File: src/rtl/acia_tx_shifter.sv
// acia_tx_shifter: 6551-compatible ACIA transmitter.
// Serialises the TDR byte onto TXD: start bit, 5-8 data bits LSB first,
// an optional parity bit, then 1, 1.5 or 2 stop bits. Bit timing comes from
// the 16x baud clock BCLK, which is synchronised into the CLK domain.
// Optional feature macro: ACIA_TX_CTS_EN (CTSB gates new transfers).
//
// state   | meaning
// --------+---------------------------------------------------------
// S_IDLE  | line idle (mark), or space while TX_BRK is held
// S_START | start bit (space) for OVS ticks
// S_DATA  | data bits LSB first, OVS ticks each
// S_PARITY| parity / mark / space bit for OVS ticks
// S_STOP  | stop time (mark), 1, 1.5 or 2 bit times
module acia_tx_shifter #(
    parameter int OVS   = 16,
    parameter int CNT_W = 5
) (
    input  logic       CLK,
    input  logic       RESET,
    input  logic       BCLK,
    input  logic       TDR_WR,
    input  logic [7:0] TDR_DIN,
    input  logic [1:0] R_WL,
    input  logic       R_SBN,
    input  logic       R_PME,
    input  logic [1:0] R_PMC,
    input  logic       TX_EN,
    input  logic       TX_BRK,
    input  logic       CTSB,
    output logic       TXD,
    output logic       TDRE,
    output logic       TX_BUSY
);

    typedef enum logic [2:0] {
        S_IDLE,
        S_START,
        S_DATA,
        S_PARITY,
        S_STOP
    } state_t;

    localparam logic [CNT_W-1:0] BIT_LAST  = CNT_W'(OVS - 1);
    localparam logic [CNT_W-1:0] HALF_LAST = CNT_W'(OVS / 2 - 1);

    logic             rst_meta;
    logic             rst_n_int;
    logic             bclk_s1;
    logic             bclk_s2;
    logic             bclk_s3;
    logic             tick;

    logic [7:0]       tdr;
    logic [7:0]       shreg;
    logic [7:0]       shreg_nxt;
    logic [CNT_W-1:0] cnt;
    logic [CNT_W-1:0] cnt_nxt;
    logic [2:0]       bit_cnt;
    logic [2:0]       bit_nxt;
    state_t           state;
    state_t           state_nxt;

    logic [1:0]       wl_l;
    logic             sbn_l;
    logic             pme_l;
    logic             par_l;

    logic             cts_ok;
    logic             can_xfer;
    logic             xfer;
    logic [2:0]       last_bit;
    logic             stop_ext;
    logic             stop_half;
    logic [7:0]       tdr_masked;
    logic             par_calc;

`ifdef ACIA_TX_CTS_EN
    assign cts_ok = ~CTSB;
`else
    // CTSB has no influence on transmission in this build.
    assign cts_ok = CTSB | 1'b1;
`endif

    assign can_xfer = ~TDRE & TX_EN & ~TX_BRK & cts_ok;
    assign tick     = bclk_s2 & ~bclk_s3;
    assign last_bit = 3'd7 - {1'b0, wl_l};

    // Second stop period exists for SBN=1 unless 8 bits with parity;
    // it is only half a bit for 5 bits without parity.
    assign stop_ext  = sbn_l & ~((wl_l == 2'b00) & pme_l);
    assign stop_half = (wl_l == 2'b11) & ~pme_l;

    assign tdr_masked = tdr & (8'hFF >> R_WL);

    // Parity bit chosen from the data being loaded and the live config.
    always_comb begin
        case (R_PMC)
            2'b00:   par_calc = ~(^tdr_masked);
            2'b01:   par_calc = ^tdr_masked;
            2'b10:   par_calc = 1'b1;
            default: par_calc = 1'b0;
        endcase
    end

    // Reset: asserted asynchronously, released two CLK edges later.
    always_ff @(posedge CLK or negedge RESET) begin
        if (!RESET) begin
            rst_meta  <= 1'b0;
            rst_n_int <= 1'b0;
        end else begin
            rst_meta  <= 1'b1;
            rst_n_int <= rst_meta;
        end
    end

    // BCLK synchroniser plus one stage for rising-edge detect.
    always_ff @(posedge CLK or negedge rst_n_int) begin
        if (!rst_n_int) begin
            bclk_s1 <= 1'b0;
            bclk_s2 <= 1'b0;
            bclk_s3 <= 1'b0;
        end else begin
            bclk_s1 <= BCLK;
            bclk_s2 <= bclk_s1;
            bclk_s3 <= bclk_s2;
        end
    end

    // Transmit data register; a CPU write beats a coincident transfer.
    always_ff @(posedge CLK or negedge rst_n_int) begin
        if (!rst_n_int) begin
            tdr  <= 8'h00;
            TDRE <= 1'b1;
        end else if (TDR_WR) begin
            tdr  <= TDR_DIN;
            TDRE <= 1'b0;
        end else if (xfer) begin
            TDRE <= 1'b1;
        end
    end

    // State, counters and shift register.
    always_ff @(posedge CLK or negedge rst_n_int) begin
        if (!rst_n_int) begin
            state   <= S_IDLE;
            cnt     <= '0;
            bit_cnt <= 3'd0;
            shreg   <= 8'h00;
        end else begin
            state   <= state_nxt;
            cnt     <= cnt_nxt;
            bit_cnt <= bit_nxt;
            shreg   <= shreg_nxt;
        end
    end

    // Character format latched at transfer so config changes wait.
    always_ff @(posedge CLK or negedge rst_n_int) begin
        if (!rst_n_int) begin
            wl_l  <= 2'b00;
            sbn_l <= 1'b0;
            pme_l <= 1'b0;
            par_l <= 1'b0;
        end else if (xfer) begin
            wl_l  <= R_WL;
            sbn_l <= R_SBN;
            pme_l <= R_PME;
            par_l <= par_calc;
        end
    end

    // Next-state logic; everything advances only on a BCLK tick.
    always_comb begin
        state_nxt = state;
        cnt_nxt   = cnt;
        bit_nxt   = bit_cnt;
        shreg_nxt = shreg;
        xfer      = 1'b0;
        if (tick) begin
            case (state)
                S_IDLE: begin
                    if (can_xfer) xfer = 1'b1;
                end
                S_START: begin
                    if (cnt == '0) begin
                        state_nxt = S_DATA;
                        cnt_nxt   = BIT_LAST;
                        bit_nxt   = 3'd0;
                    end else begin
                        cnt_nxt = cnt - 1'b1;
                    end
                end
                S_DATA: begin
                    if (cnt == '0) begin
                        cnt_nxt = BIT_LAST;
                        if (bit_cnt == last_bit) begin
                            state_nxt = pme_l ? S_PARITY : S_STOP;
                            bit_nxt   = 3'd0;
                        end else begin
                            bit_nxt   = bit_cnt + 3'd1;
                            shreg_nxt = {1'b0, shreg[7:1]};
                        end
                    end else begin
                        cnt_nxt = cnt - 1'b1;
                    end
                end
                S_PARITY: begin
                    if (cnt == '0) begin
                        state_nxt = S_STOP;
                        cnt_nxt   = BIT_LAST;
                        bit_nxt   = 3'd0;
                    end else begin
                        cnt_nxt = cnt - 1'b1;
                    end
                end
                S_STOP: begin
                    if (cnt == '0) begin
                        if ((bit_cnt == 3'd0) && stop_ext) begin
                            bit_nxt = 3'd1;
                            cnt_nxt = stop_half ? HALF_LAST : BIT_LAST;
                        end else if (can_xfer) begin
                            xfer = 1'b1;
                        end else begin
                            state_nxt = S_IDLE;
                            cnt_nxt   = '0;
                            bit_nxt   = 3'd0;
                        end
                    end else begin
                        cnt_nxt = cnt - 1'b1;
                    end
                end
                default: begin
                    state_nxt = S_IDLE;
                    cnt_nxt   = '0;
                    bit_nxt   = 3'd0;
                end
            endcase
            if (xfer) begin
                state_nxt = S_START;
                cnt_nxt   = BIT_LAST;
                bit_nxt   = 3'd0;
                shreg_nxt = tdr;
            end
        end
    end

    // Line level decoded from state; break forces space only while idle.
    always_comb begin
        TXD = 1'b1;
        case (state)
            S_IDLE:   TXD = ~TX_BRK;
            S_START:  TXD = 1'b0;
            S_DATA:   TXD = shreg[0];
            S_PARITY: TXD = par_l;
            default:  TXD = 1'b1;
        endcase
    end

    assign TX_BUSY = (state != S_IDLE);

endmodule

File: config.mk
export PLATFORM = sky130hd
export DESIGN_NAME = acia_tx_shifter
export DESIGN_NICKNAME = d
export VERILOG_FILES = /design/src/rtl/acia_tx_shifter.sv
export SDC_FILE = /design/constraint.sdc
export NUM_CORES = 1
export LEC_CHECK = 0
export CORE_UTILIZATION = 45
export CTS_BUF_LIST = sky130_fd_sc_hd__clkbuf_2 sky130_fd_sc_hd__clkbuf_4 sky130_fd_sc_hd__clkbuf_8
export DETAILED_ROUTE_END_ITERATION = 16
export GPL_ROUTABILITY_DRIVEN = 0
export PLACE_DENSITY = 0.7
export SYNTH_ARGS = -nofsm -noshare
export SYNTH_HDL_FRONTEND = slang
export SYNTH_SLANG_ARGS = --single-unit
File: constraint.sdc
create_clock -name CLK -period 3.05 [get_ports CLK]
set_input_delay 0.305 -clock CLK [delete_from_list [all_inputs] [get_ports CLK]]
set_output_delay 0.305 -clock CLK [all_outputs]
set_load 0.05 [all_outputs]
==> results of run 1 <==
-- synth_stat cells, types with 2 or more instances --
master / n / area (sq um)
dfrtp_1: 37 / 925.9
mux2_2: 17 / 191.4
nand2_1: 14 / 52.55
o21ai_0: 11 / 55.05
mux2_1: 9 / 101.4
nor2_1: 9 / 33.78
inv_1: 8 / 30.03
a21oi_1: 7 / 35.03
clkbuf_1: 4 / 15.01
ha_1: 4 / 50.05
a21o_1: 3 / 22.52
nand2b_1: 3 / 18.77
nor3b_1: 3 / 22.52
o31ai_1: 3 / 22.52
xor2_1: 3 / 26.28
a2111oi_0: 2 / 17.52
a21boi_0: 2 / 15.01
a221oi_1: 2 / 17.52
a31oi_1: 2 / 12.51
and2_1: 2 / 12.51
buf_2: 2 / 10.01
nor2b_1: 2 / 12.51
nor4b_1: 2 / 17.52
o22ai_1: 2 / 12.51
or2_2: 2 / 12.51
xnor3_1: 2 / 45.04
-- cells by family (layout without fill, tap and decap cells) --
group,count (synthesis),after routing,share of synthesized area
XOR/XNOR,6,6,0.03851
adder cells (fa/ha/maj),4,4,0.02407
AND/OR/NAND/NOR,48,48,0.1360
buffers and inverters,15,39,0.03189
AO/OA/AOI/OAI,49,49,0.1691
other,1,1,0.001803
multiplexers,26,26,0.1408
flip-flops,38,38,0.4579
-- where the power goes --
| group | internal [W] | switching, W | total [W] |
|---|---|---|---|
| Combinational | 0.000380 | 0.000408 | 0.000788 |
| Clock | 0.000202 | 0.000168 | 0.000370 |
| Sequential | 0.000647 | 0.000195 | 0.000842 |
| Total | 0.00123 | 0.000772 | 0.00200 |
-- worst max-delay path by stage --
stage | start | endpoint | cells past startpoint
after floorplan | state[1] | TXD | 4
after global placement | TX_BRK | shreg[5] | 6
after detailed placement | cnt[0] | shreg[0] | 7
after CTS | cnt[0] | shreg[0] | 7
after global routing | cnt[0] | shreg[0] | 7
final | cnt[0] | shreg[0] | 7
-- flip-flops by register name, indices dropped and copies added, names as in the netlist --
register,flops
tdr,8
shreg,8
bclk_s1,1
state,3
rst_meta,1
cnt,5
pme_l,1
bclk_s3,1
bclk_s2,1
wl_l,2
bit_cnt,3
par_l,1
sbn_l,1
TDRE,1
rst_n_int,1
-- per-stage QoR --
step | instance area, sq um | total power, W | worst slack, ns | util
after floorplan | 2079 | 0.001422 | 0.9990 | -
after global placement | 2336 | 0.001583 | 0.6893 | 0.5328
after detailed placement | 2336 | 0.001628 | 0.6413 | 0.5328
after CTS | 2434 | 0.002007 | 0.6348 | 0.5551
after global routing | 2434 | 0.002148 | 0.5204 | 0.5551
final | 2434 | 0.002001 | 0.6517 | 0.5551
-- routing by layer --
metal | GRT usage | vias to the layer above | wire length (um)
met4 | 0.09556 | 0 | 87
met3 | 0.04473 | 10 | 146
met2 | 0.3216 | 48 | 2167
met1 | 0.2441 | 768 | 1914
li1 | - | 729 | -
met5 | 0 | - | 0
-- area by class of cell --
| cell class | count | area, sq um | area share |
|---|---|---|---|
| Multi-Input combinational cell | 134 | 1061 | 0.4360 |
| Sequential cell | 38 | 952.2 | 0.3913 |
| Tap cell | 52 | 65.06 | 0.02674 |
| Clock buffer | 8 | 97.59 | 0.04010 |
| Timing Repair Buffer | 23 | 227.7 | 0.09357 |
| Inverter | 8 | 30.03 | 0.01234 |
==> qor.csv, run 1 <==
stage,metric,value,unit
outcome,status,"finished, final reports clean",
clocking,cts_setup_buffers,0,
sta,drv_slew,0,
sta,relSlewSlack,0.4470,
global_routing,grt_pass1_vias,1569,
clocking,cts_hold_buf,0,
place,place_inst,255,
logic_synthesis,synth-seq-area-share,0.4579,
setup_path,cp_cell_sequence,"inv_1, ha_1, nor4b_4, o21ai_2, a211o_2, a21boi_4, mux2_2",
logic_synthesis,synth_warnings,0,
sta,setup_tns,0,ns
clocking,cts.path.max_buffers,2,
power_and_ir_drop,ir_worst_vdd,320.8,uV
place,dp_hpwl,3217,um
layout,final_cells,263,
route,vias_per_cell,5.913,
clocking,cts-htree-levels,2,
logic_synthesis,synthArstFlopShare,1.000,
floorplan,dieArea,4897,sq um
floorplan,initial_core_util,0.4743,
sta,final-hold-violation-count,0,
logic_synthesis,netlist_area,2079,sq um
place,io_buffers,22,
clocking,clk_latency,0.29,ns
setup_path,cp_data_arrival_time,2.57,ns
sta,tightest_slew,0.8294,ns
logic_synthesis,netlist_instances,187,
layout,drive_gt1_frac,0.1706,
clocking,ctsResizeCount,0,
sta,period_minus_slack,2.398,ns
global_routing,antenna_found_initial,0,
route,via_count,1555,
layout,num-fill-cells,383,
setup_path,critPathRequiredTime,3.22,ns
setup_path,worst_setup_path_end_kind,flip-flop,
route,wire_per_inst,16.41,um
layout,layout_commonest_cell,dfrtp_1,
logic_synthesis,synth_ff_type,dfrtp_1,
setup_path,r2r_start,cnt[0],
logic_synthesis,ys_seq_elements,38,
sta,skew,0.005199,ns
setup_path,worstRegToRegCells,7,
logic_synthesis,synth-edff-count,0,
setup_path,slowest_delay,0.48,ns
setup_path,cp_max_fo,12,
layout,area_delta_synth_final,17.03,%
floorplan,rows,24,
global_routing,grt_start_max_net_pins,22,
sta,setup_violations,0,
setup_path,worst_setup_path_start_kind,flip-flop,
power_and_ir_drop,leakage,1.060,nW
floorplan,die_h,69.98,um
setup_path,path_buf_inv,1,
setup_path,path_delay_family,compound AO/OA/AOI/OAI gates,
clocking,cts-root-buf,clkbuf_8,
setup_path,cpMaxStageDelayCell,a211o_2,
route,dr.pass1.iters,4,
clocking,path_clk_slew,0.07,ns
hold_path,hp-class,primary input to async pin,
setup_path,r2r_slack,0.65,ns
clocking,cts_tree,yes,
global_routing,grt_use_total,0.1962,
floorplan,die_w,69.98,um
power_and_ir_drop,pwr_density_cell,822.1,nW/um^2
clocking,numCtsBuffers,5,
logic_synthesis,avgSynthCellArea,11.12,sq um
route,antenna_left,0,
flow_run,drv_cap,0,
logic_synthesis,ys_types,56,
logic_synthesis,syn-num-nets,212,
route,drc,0,
global_routing,grt_overflow,0,
floorplan,core,4384,sq um
setup_path,worstSetupPathType,flip-flop to flip-flop,
route,drt-initial-drc-count,119,
layout,diodes,0,
setup_path,r2r-end,shreg[0],
floorplan,io_pins,24,
global_routing,grt_pass1_wl,7458,um
layout,mostFrequentLayoutCells,"dfrtp_1, clkdlybuf4s50_1, mux2_2, nand2_1, o21ai_0",
sta,finalCritPeriodShare,0.7863,
sta,rsz0062_at_grt,false,
clocking,cts.sinks,38,
sta,clock.fmax,417.0,MHz
route,drt_wl_total,4316,um
layout,nets,235,
sta,holdWs,0.1781,ns
Note: power is estimated with default switching activity, not from simulation.
==> run 2: changes to the inputs <==
--- a/config.mk
+++ b/config.mk
@@ -9,7 +9,7 @@
 export CTS_BUF_LIST = sky130_fd_sc_hd__clkbuf_2 sky130_fd_sc_hd__clkbuf_4 sky130_fd_sc_hd__clkbuf_8
 export DETAILED_ROUTE_END_ITERATION = 16
 export GPL_ROUTABILITY_DRIVEN = 0
-export PLACE_DENSITY = 0.7
+export PLACE_DENSITY = 0.73
 export SYNTH_ARGS = -nofsm -noshare
 export SYNTH_HDL_FRONTEND = slang
 export SYNTH_SLANG_ARGS = --single-unit
==> constraint.sdc (replaced) <==
create_clock -name CLK -period 1.9 [get_ports CLK]
set_input_delay 0.19 -clock CLK [delete_from_list [all_inputs] [get_ports CLK]]
set_output_delay 0.19 -clock CLK [all_outputs]
set_load 0.05 [all_outputs]
==> run 2 against run 1 <==
Net effect:
- the flow now finishes with violations (negative setup slack)
- design area is 20% higher
- sequential cell count stayed put
- combinational power grew to 2.8 times the previous value
- non-clock buffer count is 42 higher
- first-iteration DRC count is 73% higher
- largest cell class unchanged
- wire length is 10% higher
- core utilization is 11 points higher
- clock power is 57% higher
- die area stayed put
- sequential power is 48% higher
- worst setup slack worse by 0.82 ns
==> qor.csv, run 2 (synthesized netlist as in run 1, its figures left out) <==
stage,metric,value,unit,change
setup_path,path_delay_family,compound AO/OA/AOI/OAI gates,,
layout,num-fill-cells,324,,-15%
place,place_inst,288,,+13%
layout,nets,277,,+18%
setup_path,worstSetupPathType,flip-flop to flip-flop,,
setup_path,slowest_delay,0.41,ns,-0.07 ns
place,io_buffers,22,,unchanged
layout,drive_gt1_frac,0.4150,,+0.2444
flow_run,drv_cap,0,,unchanged
power_and_ir_drop,cell_internal_pwr,0.002535,W,+110%
setup_path,r2r-end,state[2],,
floorplan,die_h,69.98,um,unchanged
outcome,violations,negative setup slack,,
sta,skew,0.01457,ns,+0.009366 ns
sta,finalCritPeriodShare,1.090,,+0.3034
clocking,cts-root-buf,clkbuf_8,,
floorplan,core,4384,sq um,unchanged
clocking,cts.path.max_buffers,2,,unchanged
setup_path,cp_cell_sequence,"inv_2, ha_1, nand3b_1, buf_4, buf_6, nor4b_4, o21bai_2, buf_4, a32o_1, a21o_1",,
clocking,clk_latency,0.29,ns,about the same
sta,final-hold-violation-count,0,,unchanged
setup_path,cpMaxStageDelayCell,dfrtp_1,,
route,drc,0,,unchanged
layout,layout_commonest_cell,buf_4,,
setup_path,cp_common_cell,buf_4,,
setup_path,crit_start,bit_cnt[0],,
setup_path,cp_max_fo,2,,-10
sta,drv_slew,0,,unchanged
global_routing,grt_start_max_net_pins,36,,+64%
sta,setup_slack,-0.1704,ns,-0.8221 ns
sta,relSlewSlack,0.6612,,+0.2141
route,antenna_left,0,,unchanged
setup_path,critPathRequiredTime,2.07,ns,-1.15 ns
power_and_ir_drop,switchingPower,0.001482,W,+92%
place,pre_cts_ws,-0.2760,ns,-0.9173 ns
layout,diodes,0,,unchanged
route,drt_wl_total,4752,um,+10%
setup_path,r2r_slack,-0.17,ns,-0.82 ns
place,dp_hpwl,3291,um,+2.3%
setup_path,path_buf_inv,4,,+3
power_and_ir_drop,ir_worst_vdd,618.6,uV,+93%
clocking,cts.sinks,38,,unchanged
sta,rsz0062_at_grt,true,,
floorplan,io_pins,24,,unchanged
floorplan,die_w,69.98,um,unchanged
route,drt-initial-drc-count,206,,+73%
clocking,cts_hold_buf,0,,unchanged
sta,period_minus_slack,2.070,ns,-0.3279 ns
power_and_ir_drop,p_seq_frac,0.310,,-0.111
global_routing,grt_use_total,0.1973,,+0.001061
route,vias_per_cell,5.587,,-5.5%
layout,area_delta_synth_final,40.49,%,
sta,clock.fmax,483.0,MHz,+16%
route,dr.pass1.iters,4,,unchanged
clocking,cts-htree-levels,2,,unchanged
setup_path,worst_setup_path_end_kind,flip-flop,,
layout,mostFrequentLayoutCells,"buf_4, dfrtp_1, clkdlybuf4s50_1, mux2_2, nand2_1",,
sta,setup_violations,11,,+11
power_and_ir_drop,finalPower,0.004016,W,+100%
layout,largestRegisters,"shreg (8), tdr (8), cnt (5)",,
global_routing,grt_pass1_wl,7610,um,+2.0%
layout,multiInputGateArea,1221,sq um,+15%
clocking,cts_tree,yes,,
power_and_ir_drop,pwr_density_cell,1375,nW/um^2,+67%
clocking,numCtsBuffers,5,,unchanged
sta,tightest_slew,0.5082,ns,-0.3212 ns
outcome,status,"finished, violations left",,
power_and_ir_drop,leakage,1.346,nW,+27%
setup_path,r2r_start,bit_cnt[0],,
layout,post-route-util,0.6664,,+0.1113
power_and_ir_drop,clock_power_share,0.144,,-0.041
floorplan,dieArea,4897,sq um,unchanged
floorplan,rows,24,,unchanged
setup_path,worst_setup_path_start_kind,flip-flop,,
global_routing,antenna_found_initial,0,,unchanged
setup_path,worstRegToRegCells,10,,+3
clocking,path_clk_slew,0.08,ns,about the same
route,wire_per_inst,15.58,um,-5.1%
floorplan,initial_core_util,0.4743,,unchanged
power_and_ir_drop,swShare,0.3689,,-0.01683
setup_path,cp_data_arrival_time,2.24,ns,-0.33 ns
layout,final_cells,305,,+16%
global_routing,grt_pass1_vias,1655,,+5.5%
hold_path,hp-class,flip-flop to async pin,,
route,via_count,1704,,+9.6%
power_and_ir_drop,p_comb_frac,0.545,,+0.151
layout,seq_area,952.2,sq um,unchanged
global_routing,grt_overflow,0,,unchanged
[run 2: cell types whose count changed in the layout (fill, tap and decap cells not counted), moves of 3 or more]
cell / previous run / this run
buf_4: 1 / 42
inv_1: 8 / 5
inv_2: 0 / 3
mux2_1: 9 / 0
mux2_4: 0 / 11
[run 2: worst max-delay path by stage]
| stage | end | slack (ns) | depth (start not counted) |
|---|---|---|---|
| global placement | shreg[1] | -0.21 | 6 |
| CTS | shreg[5] | -0.09 | 7 |
| global route | state[2] | -0.24 | 10 |
| finish | state[2] | -0.17 | 10 |
| floorplan | shreg[0] | -0.07 | 8 |
| detailed placement | shreg[5] | -0.28 | 6 |
[run 2: stage by stage]
stage / hold WS [ns] / setup TNS [ns] / instance area, sq um
6_report: 0.01526 / -1.179 / 2922
5_1_grt: 0.02817 / -2.407 / 2922
4_1_cts: 0.01748 / -0.6634 / 2766
3_5_place_dp: 0.01112 / -3.259 / 2634
3_3_place_gp: 0.01065 / -2.513 / 2634
2_1_floorplan: -0.1056 / -0.5204 / 2128
[run 2: worst reg2reg max path, cell delays in order (launching register included)]
cell,delay [ns]
dfrtp_1,0.41
inv_2,0.06
ha_1,0.14
nand3b_1,0.12
buf_4,0.16
buf_6,0.11
nor4b_4,0.29
o21bai_2,0.15
buf_4,0.15
a32o_1,0.20
a21o_1,0.17
[run 2: cell type report]
class,count,area share
clock buffers,7,0.03084
clock inverters,1,0.001713
inverters,8,0.01028
multi-input cells,134,0.4180
flip-flops and latches,38,0.3259
well taps,52,0.02227
repair buffers,65,0.1910
[run 2: layer usage]
metal / up-vias / global-route usage / share of wire
li1: 812 / - / -
met1: 826 / 0.2732 / 0.43
met2: 58 / 0.3056 / 0.49
met3: 8 / 0.04906 / 0.055
met4: 0 / 0.06000 / 0.015
met5: - / 0 / 0
[run 2: what timing repair did]
| item | 4_1_cts | 5_1_grt |
|---|---|---|
| buffers inserted | 3 | 6 |
| resized for setup | 5 | 23 |
| pin swaps | 2 | 4 |
| endpoints found under the setup margin | 16 | 21 |
[run 2: power groups by stage]
| stage | clock [W] | sequential (W) | combinational, W |
|---|---|---|---|
| after CTS | 0.000603 | 0.00122 | 0.00193 |
| after floorplan | 0 | 0.00122 | 0.00116 |
| after detailed placement | 0 | 0.00123 | 0.00187 |
| after global routing | 0.000632 | 0.00127 | 0.00237 |
| final | 0.000580 | 0.00125 | 0.00219 |
| after global placement | 0 | 0.00123 | 0.00183 |
